[config.mk]
export PLATFORM = sky130hd
export DESIGN_NAME = control_sequencer
export DESIGN_NICKNAME = d
export VERILOG_FILES = /design/src/rtl/ctrl_pkg.sv /design/src/rtl/control_sequencer_decode.sv /design/src/rtl/control_sequencer.sv
export SDC_FILE = /design/constraint.sdc
export NUM_CORES = 1
export LEC_CHECK = 0
export BUFFER_PORTS_ARGS = -buffer_cell sky130_fd_sc_hd__buf_2
export CORE_MARGIN = 1
export CORE_UTILIZATION = 44
export DETAILED_ROUTE_END_ITERATION = 10
export GPL_TIMING_DRIVEN = 0
export PLACE_DENSITY = 0.78
export SLEW_MARGIN = 25
export SYNTH_ARGS = -nofsm -noshare
export SYNTH_HDL_FRONTEND = slang
export SYNTH_SLANG_ARGS = --single-unit
[constraint.sdc]
create_clock -name Clock -period 2 [get_ports Clock]
set_clock_uncertainty 0.2 [all_clocks]
set_input_delay 0.2 -clock Clock [delete_from_list [all_inputs] [get_ports Clock]]
set_output_delay 0.2 -clock Clock [all_outputs]
set_load 0.02 [all_outputs]
[src/rtl/ctrl_pkg.sv]
// ctrl_pkg: control-word bits, state codes, opcodes and classes.
// CTRL_MUL_DIV_EN adds the MD state block.
package ctrl_pkg;

  localparam int C_PCOUT  = 0;
  localparam int C_MARIN  = 1;
  localparam int C_MDRIN  = 2;
  localparam int C_MDRRD  = 3;
  localparam int C_INCPC  = 4;
  localparam int C_PCIN   = 5;
  localparam int C_MDROUT = 6;
  localparam int C_IRIN   = 7;
  localparam int C_GRA    = 8;
  localparam int C_GRB    = 9;
  localparam int C_GRC    = 10;
  localparam int C_ROUT   = 11;
  localparam int C_RIN    = 12;
  localparam int C_BAOUT  = 13;
  localparam int C_YIN    = 14;
  localparam int C_ZHIN   = 15;
  localparam int C_ZLIN   = 16;
  localparam int C_ZLOUT  = 17;
  localparam int C_ZHOUT  = 18;
  localparam int C_COUT   = 19;
  localparam int C_LOIN   = 20;
  localparam int C_HIIN   = 21;
  localparam int C_LOOUT  = 22;
  localparam int C_HIOUT  = 23;
  localparam int C_CONIN  = 24;
  localparam int C_RAMWR  = 25;
  localparam int C_INPOUT = 26;
  localparam int C_OUTPIN = 27;
  localparam int CTRL_W   = 28;

  typedef logic [CTRL_W-1:0] ctrl_t;

  function automatic ctrl_t cb(input int i);
    return ctrl_t'(1) << i;
  endfunction

  localparam logic [4:0] OP_LD   = 5'd0;
  localparam logic [4:0] OP_LDI  = 5'd1;
  localparam logic [4:0] OP_ST   = 5'd2;
  localparam logic [4:0] OP_ADD  = 5'd3;
  localparam logic [4:0] OP_SUB  = 5'd4;
  localparam logic [4:0] OP_AND  = 5'd5;
  localparam logic [4:0] OP_OR   = 5'd6;
  localparam logic [4:0] OP_ROR  = 5'd7;
  localparam logic [4:0] OP_ROL  = 5'd8;
  localparam logic [4:0] OP_SHR  = 5'd9;
  localparam logic [4:0] OP_SHL  = 5'd10;
  localparam logic [4:0] OP_ADDI = 5'd11;
  localparam logic [4:0] OP_ANDI = 5'd12;
  localparam logic [4:0] OP_ORI  = 5'd13;
  localparam logic [4:0] OP_MUL  = 5'd14;
  localparam logic [4:0] OP_DIV  = 5'd15;
  localparam logic [4:0] OP_NEG  = 5'd16;
  localparam logic [4:0] OP_NOT  = 5'd17;
  localparam logic [4:0] OP_BR   = 5'd18;
  localparam logic [4:0] OP_JR   = 5'd19;
  localparam logic [4:0] OP_JAL  = 5'd20;
  localparam logic [4:0] OP_IN   = 5'd21;
  localparam logic [4:0] OP_OUT  = 5'd22;
  localparam logic [4:0] OP_MFHI = 5'd23;
  localparam logic [4:0] OP_MFLO = 5'd24;
  localparam logic [4:0] OP_NOP  = 5'd25;
  localparam logic [4:0] OP_HALT = 5'd26;

  typedef enum logic [4:0] {
    CL_ALU, CL_IMM, CL_LDI, CL_MD, CL_UN,
    CL_LD, CL_ST, CL_BR, CL_JR, CL_JAL,
    CL_MFHI, CL_MFLO, CL_IN, CL_OUT,
    CL_NOP, CL_HALT, CL_ILL
  } class_e;

  typedef enum logic [7:0] {
    S_RESET  = 8'h00,
    S_FETCH0 = 8'h01,
    S_FETCH1 = 8'h02,
    S_FETCH2 = 8'h03,
    S_A3 = 8'h10, S_A4, S_A5,
    S_I3 = 8'h18, S_I3L, S_I4, S_I5,
`ifdef CTRL_MUL_DIV_EN
    S_M3 = 8'h20, S_M4, S_M5, S_M6,
`endif
    S_U3 = 8'h28, S_U4,
    S_L3 = 8'h30, S_L4, S_L5, S_L6, S_L7,
    S_S3 = 8'h38, S_S4, S_S5, S_S6, S_S7,
    S_B3 = 8'h40, S_B4, S_B5, S_B6,
    S_J3 = 8'h48,
    S_K3 = 8'h50, S_K4,
    S_MFHI3 = 8'h58,
    S_MFLO3 = 8'h59,
    S_IN3   = 8'h5A,
    S_OUT3  = 8'h5B,
    S_NOP3  = 8'h5C,
    S_HALT  = 8'hF0,
    S_TRAP  = 8'hFF
  } state_e;

endpackage

[src/rtl/control_sequencer_decode.sv]
// ctrl_decode: opcode to instruction class, with illegal flag.
// mul/div map to CL_MD only when CTRL_MUL_DIV_EN is defined.
module ctrl_decode
  import ctrl_pkg::*;
#(
  parameter int OPCODE_W = 5
) (
  input  logic [OPCODE_W-1:0] i_opcode,
  output class_e              o_class,
  output logic                o_illegal
);

  logic [4:0] w_op;
  logic       w_hi;

  assign w_op = i_opcode[4:0];
  // opcodes wider than the table are illegal if the extra bits are set
  assign w_hi = |(i_opcode >> 5);

  always_comb begin
    o_class = CL_ILL;
    case (w_op)
      OP_ADD, OP_SUB, OP_AND, OP_OR,
      OP_SHL, OP_SHR, OP_ROL, OP_ROR:
        o_class = CL_ALU;
      OP_ADDI, OP_ANDI, OP_ORI:
        o_class = CL_IMM;
      OP_LDI:  o_class = CL_LDI;
`ifdef CTRL_MUL_DIV_EN
      OP_MUL, OP_DIV:
        o_class = CL_MD;
`endif
      OP_NEG, OP_NOT:
        o_class = CL_UN;
      OP_LD:   o_class = CL_LD;
      OP_ST:   o_class = CL_ST;
      OP_BR:   o_class = CL_BR;
      OP_JR:   o_class = CL_JR;
      OP_JAL:  o_class = CL_JAL;
      OP_MFHI: o_class = CL_MFHI;
      OP_MFLO: o_class = CL_MFLO;
      OP_IN:   o_class = CL_IN;
      OP_OUT:  o_class = CL_OUT;
      OP_NOP:  o_class = CL_NOP;
      OP_HALT: o_class = CL_HALT;
      default: o_class = CL_ILL;
    endcase
    if (w_hi) o_class = CL_ILL;
  end

  assign o_illegal = (o_class == CL_ILL);

endmodule

[src/rtl/control_sequencer.sv]
// control_sequencer: multi-cycle Moore control FSM for the datapath CPU.
// CTRL_MUL_DIV_EN enables the mul/div microsequence.
module control_sequencer
  import ctrl_pkg::*;
#(
  parameter int DATA_W   = 32,
  parameter int OPCODE_W = 5,
  parameter int NUM_REGS = 16,
  parameter int LINK_REG = 15
) (
  input  logic                Clock,
  input  logic                Reset,
  input  logic [DATA_W-1:0]   IR,
  input  logic                Stop,
  input  logic                mem_ready,
  input  logic                con_ff,
  output logic [CTRL_W-1:0]   ctrl,
  output logic [NUM_REGS-1:0] Reg_enableIn,
  output logic                Run,
  output logic                illegal_op,
  output logic [7:0]          state
);

  state_e r_state;
  state_e w_next;
  logic   r_stop_req;
  logic   w_fin;
  logic   w_stop;
  class_e w_class;
  logic   w_illegal;
  logic   w_unused;

  assign w_unused = ^IR[DATA_W-OPCODE_W-1:0];

  ctrl_decode #(.OPCODE_W(OPCODE_W)) u_dec (
    .i_opcode  (IR[DATA_W-1 -: OPCODE_W]),
    .o_class   (w_class),
    .o_illegal (w_illegal)
  );

  // a Stop seen mid-instruction waits for the next boundary
  always_ff @(posedge Clock or negedge Reset) begin
    if (!Reset) begin
      r_state    <= S_RESET;
      r_stop_req <= 1'b0;
    end else begin
      r_state    <= w_next;
      r_stop_req <= r_stop_req | Stop;
    end
  end

  assign w_stop = Stop | r_stop_req;

  always_comb begin
    w_next = r_state;
    w_fin  = 1'b0;
    case (r_state)
      S_RESET:  w_next = S_FETCH0;
      S_FETCH0: w_next = S_FETCH1;
      S_FETCH1: if (mem_ready) w_next = S_FETCH2;
      S_FETCH2: begin
        if (w_illegal) w_next = S_TRAP;
        else begin
          case (w_class)
            CL_ALU:  w_next = S_A3;
            CL_IMM:  w_next = S_I3;
            CL_LDI:  w_next = S_I3L;
`ifdef CTRL_MUL_DIV_EN
            CL_MD:   w_next = S_M3;
`endif
            CL_UN:   w_next = S_U3;
            CL_LD:   w_next = S_L3;
            CL_ST:   w_next = S_S3;
            CL_BR:   w_next = S_B3;
            CL_JR:   w_next = S_J3;
            CL_JAL:  w_next = S_K3;
            CL_MFHI: w_next = S_MFHI3;
            CL_MFLO: w_next = S_MFLO3;
            CL_IN:   w_next = S_IN3;
            CL_OUT:  w_next = S_OUT3;
            CL_NOP:  w_next = S_NOP3;
            CL_HALT: w_next = S_HALT;
            default: w_next = S_TRAP;
          endcase
        end
      end
      S_A3:  w_next = S_A4;
      S_A4:  w_next = S_A5;
      S_I3,
      S_I3L: w_next = S_I4;
      S_I4:  w_next = S_I5;
`ifdef CTRL_MUL_DIV_EN
      S_M3:  w_next = S_M4;
      S_M4:  w_next = S_M5;
      S_M5:  w_next = S_M6;
      S_M6:  w_fin  = 1'b1;
`endif
      S_U3:  w_next = S_U4;
      S_L3:  w_next = S_L4;
      S_L4:  w_next = S_L5;
      S_L5:  w_next = S_L6;
      S_L6:  if (mem_ready) w_next = S_L7;
      S_S3:  w_next = S_S4;
      S_S4:  w_next = S_S5;
      S_S5:  w_next = S_S6;
      S_S6:  w_next = S_S7;
      S_S7:  w_fin  = mem_ready;
      S_B3:  w_next = S_B4;
      S_B4:  w_next = S_B5;
      S_B5:  w_next = S_B6;
      S_K3:  w_next = S_K4;
      S_A5, S_I5, S_U4, S_L7, S_B6,
      S_J3, S_K4, S_MFHI3, S_MFLO3,
      S_IN3, S_OUT3, S_NOP3:
        w_fin = 1'b1;
      S_HALT: w_next = S_HALT;
      S_TRAP: w_next = S_TRAP;
      default: w_next = S_TRAP;
    endcase
    if (w_fin) w_next = w_stop ? S_HALT : S_FETCH0;
  end

  always_comb begin
    ctrl         = '0;
    Reg_enableIn = '0;
    Run          = 1'b1;
    illegal_op   = 1'b0;
    case (r_state)
      S_FETCH0: ctrl = cb(C_PCOUT) | cb(C_MARIN);
      S_FETCH1: ctrl = cb(C_MDRIN) | cb(C_MDRRD)
                     | cb(C_INCPC) | cb(C_PCIN);
      S_FETCH2: ctrl = cb(C_MDROUT) | cb(C_IRIN);
      S_A3, S_I3:
        ctrl = cb(C_GRB) | cb(C_ROUT) | cb(C_YIN);
      S_I3L, S_L3, S_S3:
        ctrl = cb(C_GRB) | cb(C_BAOUT) | cb(C_YIN);
      S_A4:
        ctrl = cb(C_GRC) | cb(C_ROUT)
             | cb(C_ZHIN) | cb(C_ZLIN);
      S_I4, S_L4, S_S4, S_B5:
        ctrl = cb(C_COUT) | cb(C_ZHIN) | cb(C_ZLIN);
      S_A5, S_I5, S_U4:
        ctrl = cb(C_ZLOUT) | cb(C_GRA) | cb(C_RIN);
`ifdef CTRL_MUL_DIV_EN
      S_M3: ctrl = cb(C_GRB) | cb(C_ROUT) | cb(C_YIN);
      S_M4: ctrl = cb(C_GRC) | cb(C_ROUT)
                 | cb(C_ZHIN) | cb(C_ZLIN);
      S_M5: ctrl = cb(C_ZLOUT) | cb(C_LOIN);
      S_M6: ctrl = cb(C_ZHOUT) | cb(C_HIIN);
`endif
      S_U3:
        ctrl = cb(C_GRB) | cb(C_ROUT)
             | cb(C_ZHIN) | cb(C_ZLIN);
      S_L5, S_S5: ctrl = cb(C_ZLOUT) | cb(C_MARIN);
      S_L6: ctrl = cb(C_MDRRD) | cb(C_MDRIN);
      S_L7: ctrl = cb(C_MDROUT) | cb(C_GRA) | cb(C_RIN);
      S_S6: ctrl = cb(C_GRA) | cb(C_ROUT) | cb(C_MDRIN);
      S_S7: ctrl = cb(C_MDROUT) | cb(C_RAMWR);
      S_B3: ctrl = cb(C_GRB) | cb(C_ROUT) | cb(C_CONIN);
      S_B4: ctrl = cb(C_PCOUT) | cb(C_YIN);
      S_B6: ctrl = cb(C_ZLOUT) | (con_ff ? cb(C_PCIN) : '0);
      S_J3, S_K4:
        ctrl = cb(C_GRA) | cb(C_ROUT) | cb(C_PCIN);
      S_K3: begin
        ctrl = cb(C_PCOUT);
        Reg_enableIn[LINK_REG] = 1'b1;
      end
      S_MFHI3: ctrl = cb(C_HIOUT) | cb(C_GRA) | cb(C_RIN);
      S_MFLO3: ctrl = cb(C_LOOUT) | cb(C_GRA) | cb(C_RIN);
      S_IN3:   ctrl = cb(C_INPOUT) | cb(C_GRA) | cb(C_RIN);
      S_OUT3:  ctrl = cb(C_GRA) | cb(C_ROUT) | cb(C_OUTPIN);
      S_HALT:  Run = 1'b0;
      S_TRAP: begin
        Run        = 1'b0;
        illegal_op = 1'b1;
      end
      default: ;
    endcase
  end

  assign state = r_state;

endmodule

-- Word level (Yosys, flattened, before mapping)
Memories as Yosys holds them, arrays and structs flattened.
Cells that the tools add are included.
- flip-flop bits (word level): 9
- memory bits (read-only): 288
- bits of input ports: 37
- word-level logic and storage cells: 70
- memories: 2
- eq/ne operators: 40
- multiplexer cells: 13
- bitwise operators: 1
- reduce and logical (&&, ||, !) cells: 12
- memories (memory ; words ; width ; read ports ; clocked after memory_dff ; write ports ; RTL line ; source):
    (no name shown) ; 32 ; 5 ; 1 ; 0 ; 0 ; control_sequencer_decode.sv:22 ; case (w_op)
    (no name shown) ; 16 ; 8 ; 1 ; 0 ; 0 ; control_sequencer.sv:64 ; case (w_class)
- operator list (kind ; number):
    case mux 28 bit (23 select lines) ; 1
    case mux 8 bit (23 select lines) ; 1
    equality test 8 x 6 -> 1 bit, second input constant ; 12
    equality test 8 x 7 -> 1 bit, second input constant ; 12
    equality test 8 x 5 -> 1 bit, second input constant ; 7
    two-way mux 8 bit ; 6
    equality test 8 x 2 -> 1 bit, second input constant ; 2
    equality test 8 bit, second input constant ; 2
    OR reduction 13 bit ; 1
    OR reduction 12 bit ; 1
    OR reduction 2 bit ; 5
    equality test 8 x 1 -> 1 bit, second input constant ; 1
    zero test 8 bit ; 1
    two-way mux 6 bit ; 1
    inequality test 3 bit, second input constant ; 2
    OR reduction 3 bit ; 2
    equality test 5 bit, second input constant ; 1
    OR reduction 4 bit ; 1
    two-way mux 1 bit ; 3
    AND reduction 3 bit ; 1
    inequality test 2 x 1 -> 1 bit, second input constant ; 1
    case mux 1 bit (2 select lines) ; 1
    bitwise OR 1 bit ; 1

-- Longest topological paths before layout
An unclocked memory read counts as a cell.
- word-level depth: 6
- depth in mapped cells: 11
- gate-level depth less buffers: 11

-- By module
Synthesis repeated with hierarchy kept, for this count alone.
- cell total of the unflattened synthesis: 276
- area total of the unflattened synthesis: 1898.1 µm²
- modules (own cells, without submodules) (module ; times used ; cells each ; area each (µm²) ; sequential area each (µm²)):
    control_sequencer ; 1 ; 242 ; 1654.1 ; 225.2
    ctrl_decode ; 1 ; 34 ; 244.0 ; 0.0

-- Worst setup path before layout
Ideal clock, no wire load.
- path kind: flip-flop to output port
- from: register r_state[1] (netlist: state[1])
- to: output port ctrl[16]
- arrival: 2.213 ns
- setup slack: -0.613 ns
- cell stages (with the launch flop): 8
- cells stage by stage: dfrtp_1 > clkbuf_1 > clkbuf_1 > nor2b_1 > a22oi_1 > nor2_1 > a311o_1 > buf_4
- word-level cells in the longest chain between the ends: 3
- elaborated cells between the ends (all ways): 40
- ends and longest elaborated chain (element ; RTL line ; source):
    start: declaration ; control_sequencer.sv:24 ; state_e r_state;
    start signal: assignment ; control_sequencer.sv:47 ; r_state <= w_next;
    equality test 8 x 7 -> 1 bit (tied with other cells) ; control_sequencer.sv:128 ; case (r_state)
    OR reduction 4 bit (tied with other cells) ; control_sequencer.sv:128 ;
    case mux 28 bit (23 select lines) (*) ; control_sequencer.sv:128 ;
    end: declaration ; control_sequencer.sv:17 ; output logic [CTRL_W-1:0] ctrl,
Mark *: on every way between the ends. The rest lies on a longest branch, timed or not.

-- Worst setup path in the final report
Same ends and word-level chain as after synthesis.

==> key figures <==
Routing
  • First-pass detailed-route iteration total: 5
  • DRC: 0
  • Routed vias: 2,943
  • DRT iter0 DRCs: roughly 320
  • Via density: between 6 and 7
  • Final ANT Viol Nets: 0
  • Final wirelength: ~8900 µm
  • Per-cell routed wire length: roughly 19 µm

STA
  • Setup TNS: -8.40 ns
  • Final worst-path cycle share: 122%
  • Final Slew Violations: 0
  • Headroom to the max-slew limit: 58.3%
  • Final Hold Fails: 0
  • RSZ-0062 raised after global routing: true
  • Fin worst setup slack: -0.433 ns
  • Peak Freq: 411 MHz
  • # setup viols final: 31
  • Worst Tran Pin Value: 0.620 ns
  • Final critical-path required period: between 2 and 2.5 ns
  • Worst Hold Slack: 0.0413 ns

Setup path
  • Critical path's largest stage delay: 0.45 ns
  • Worst setup SP type: flop
  • CP cell instances: clkbuf_8 > clkbuf_8 > nor2b_2 > a22oi_2 > nor2_2 > a311o_1 > buf_6 > buf_6
  • RR Startpoint: state[4]
  • Worst path required time: 1.60 ns
  • Setup CP Type: flop to primary output
  • R2R setup slack: -0.42 ns
  • Critical path peak fanout: 10
  • CP startpoint: state[1]
  • Worst r2r dst: state[5]
  • Critical-path top delay cell: dfrtp_2
  • Reg2reg path depth: 8
  • CP arrival: ~2 ns
  • CP Capture Type: primary output

Synth
  • Sequential-to-total area share from yosys stat: 11.0%
  • Library cells used by synthesis: 65
  • Syn avg cell area: approximately 7 µm²
  • Synth area leader: dfrtp_1
  • Syn Inst Count: 300
  • Top-count cell post-synth: nand2_1
  • Post-synth top cells: 31 x nand2_1, 29 x nor2_1, 19 x buf_4
  • Mapped cell area: roughly 0.002 mm²
  • Ys Warns: 0
  • Post-synth EDFFs: 0
  • Top post-synthesis cells by area: dfrtp_1 11%, buf_4 6.9%, ha_1 6.7%
  • #FFs+latches synth: 9
  • Top FF cell, synth: dfrtp_1
  • Yosys top cell area share: 11.0%
  • FFs w/ async S/R, synth: 100%

CTS
  • Clock buffer depth: 2
  • Clock root cell: clkbuf_8
  • CTS tree: built
  • CTS buffer count: 3
  • H-tree lvl count: 1
  • # clock sinks: 9
  • Clk_lat worst skew: 0.23 ns
  • Clock-pin slew on the worst setup and hold paths: around 0.04 ns

Worst hold path
  • Hold Path Origin: Stop
  • Hold Crit Depth: 3
  • Hold EP: r_stop_req
  • Hold WC Path Type: input pin to flop

Placement
  • Buffers on Ports: between 40 and 50
  • Detailed placement HPWL: 4710 µm
  • Area post-placement: roughly 0.0025 mm²
  • Routability cong.: 0.959

Power and ir drop
  • Worst vdd ir: 0.000393 V
  • Power per Cell Area: 178 mW/mm²
  • P_leak: 1.68 nW

Global route
  • Initial antenna violation count: 0
  • Largest net degree at the start of global routing: 11
  • Gr usage total: 31.0%
  • GR Overflow Total: 0
  • M2 GR Usage: 54.8%
  • Busiest grt layer: met2
  • Number of global-route vias before repair: ~2,700
  • M3 GR Usage: 3.61%
  • First-pass GRT wire length: 12,400 µm
  • Met1 usage: 36.7%

Layout
  • Area Growth Syn to Fin: 76.2%
  • Multi-input gate area: 0.00194 mm²
  • Diodes inserted: 0
  • Fillers: 255
  • Design Area, Final: 0.00362 mm²
  • Layout cells sized above 1: 54.5%
  • Register area: ~230 µm²
  • Final net count: 473

Floorplanning
  • Die Height: 70.3 µm
  • Die Area: slightly below 0.005 mm²
  • Die width: 70.3 µm
  • Initial Utilization: 46.5%
  • Core area: 0.00441 mm²
  • FP Rows: 24
  • Boundary pin count: 91

Run status
  • Failing checks: setup timing
  • Status: complete, but fails checks

Run
  • Maxcap violations: 0
## stage by stage
step	util, %	total power (W)	cells	setup slack, ns
5_1_grt	82.0	0.000679	476	-0.522
6_report	82.0	0.000643	476	-0.433
3_3_place_gp	57.5	0.000374	413	-0.771
2_1_floorplan	-	0.000341	317	-0.360
3_5_place_dp	57.5	0.000377	413	-0.765
4_1_cts	75.5	0.000631	457	-0.389
## critical path, delay by kind of cell (launching register included)
kind / cells / cell delay (ns)
AND/OR/NAND/NOR: 2 / 0.25
AO/OA/AOI/OAI: 2 / 0.48
buffers and inverters: 4 / 0.62
flip-flops: 1 / 0.45
## timing repair
action                                 CTS  global route
endpoints found under the hold margin    9             0
hold buffers                             1             0
setup endpoints to repair               36            36
pin swaps                               32            13
gates resized for setup                121            44
buffers inserted                        44            20
## state kept, by name (all words and copies together) (netlist names)
register and cells:
state 8, r_stop_req 1
## area by class of cell
class                   instances  share of cell area (%)
multi-input cells             253                    53.7
flip-flops and latches          9                    6.47
well taps                      52                    1.80
inverters                      11                    1.59
plain buffers                  39                    9.79
clock buffers                   4                    1.24
repair buffers                108                    25.4
## logic make-up (layout without fill, tap and decap cells)
kind of cell	Yosys count	count (layout)	share of synthesized area, %
buf+inv	55	162	15.3
other cells	1	18	0.183
compound gates	82	82	27.5
fa+ha+maj	11	11	6.70
mux	5	5	3.47
flops	9	9	11.0
simple gates	135	135	35.0
xor+xnor	2	2	0.853
## report_power, final
part / switching, W / internal (W) / total [W]
Clock: 0.0000648 / 0.000138 / 0.000203
Combinational: 0.000136 / 0.000121 / 0.000257
Sequential: 0.0000000000000000000196 / 0.000183 / 0.000183
## worst max path at each step
stage          endpoint  depth (start not counted)
2_1_floorplan  ctrl[16]                          9
3_3_place_gp   state[4]                         11
3_5_place_dp   state[4]                         11
4_1_cts        ctrl[16]                         10
5_1_grt        state[5]                          8
6_report       ctrl[16]                          8
## layer usage
layer  wire length, µm  up-vias  share of wire (%)
li1                  -     1296                  -
met1              3350     1380                 38
met2              4470      212                 50
met3               598       55                6.7
met4               477        0                5.4
met5                 0        -                  0
## cells in the final DEF (no fill, tap or decap), types with 3 or more instances in the layout
| cell | Yosys | routed |
|---|---|---|
| buf_4 | 19 | 78 |
| buf_6 | 3 | 32 |
| nor2_1 | 29 | 22 |
| nand2_1 | 31 | 22 |
| buf_2 | 11 | 22 |
| conb_1 | 1 | 18 |
| nand2b_1 | 11 | 10 |
| o21ai_0 | 15 | 10 |
| nor3_1 | 16 | 9 |
| a21oi_1 | 13 | 9 |
| nand3_1 | 11 | 9 |
| nor2b_1 | 9 | 8 |
| dfrtp_2 | 0 | 7 |
| clkbuf_8 | 0 | 6 |
| o21ai_1 | 2 | 6 |
| nand2_2 | 0 | 6 |
| a21o_1 | 6 | 6 |
| o22ai_1 | 8 | 6 |
| inv_1 | 11 | 5 |
| o21a_1 | 5 | 5 |
| ha_4 | 0 | 5 |
| ha_1 | 11 | 5 |
| nor2_4 | 0 | 4 |
| and3_1 | 6 | 4 |
| nor3_2 | 0 | 4 |
| a21oi_2 | 1 | 4 |
| nand3b_1 | 4 | 4 |
| o211ai_1 | 4 | 4 |
| buf_12 | 0 | 4 |
| buf_8 | 0 | 3 |
| nand2_4 | 0 | 3 |
| nor2_2 | 0 | 3 |
| nor3_4 | 0 | 3 |
| a31oi_1 | 3 | 3 |
| mux2_4 | 1 | 3 |
No activity file was read; power rests on OpenSTA's default activity.
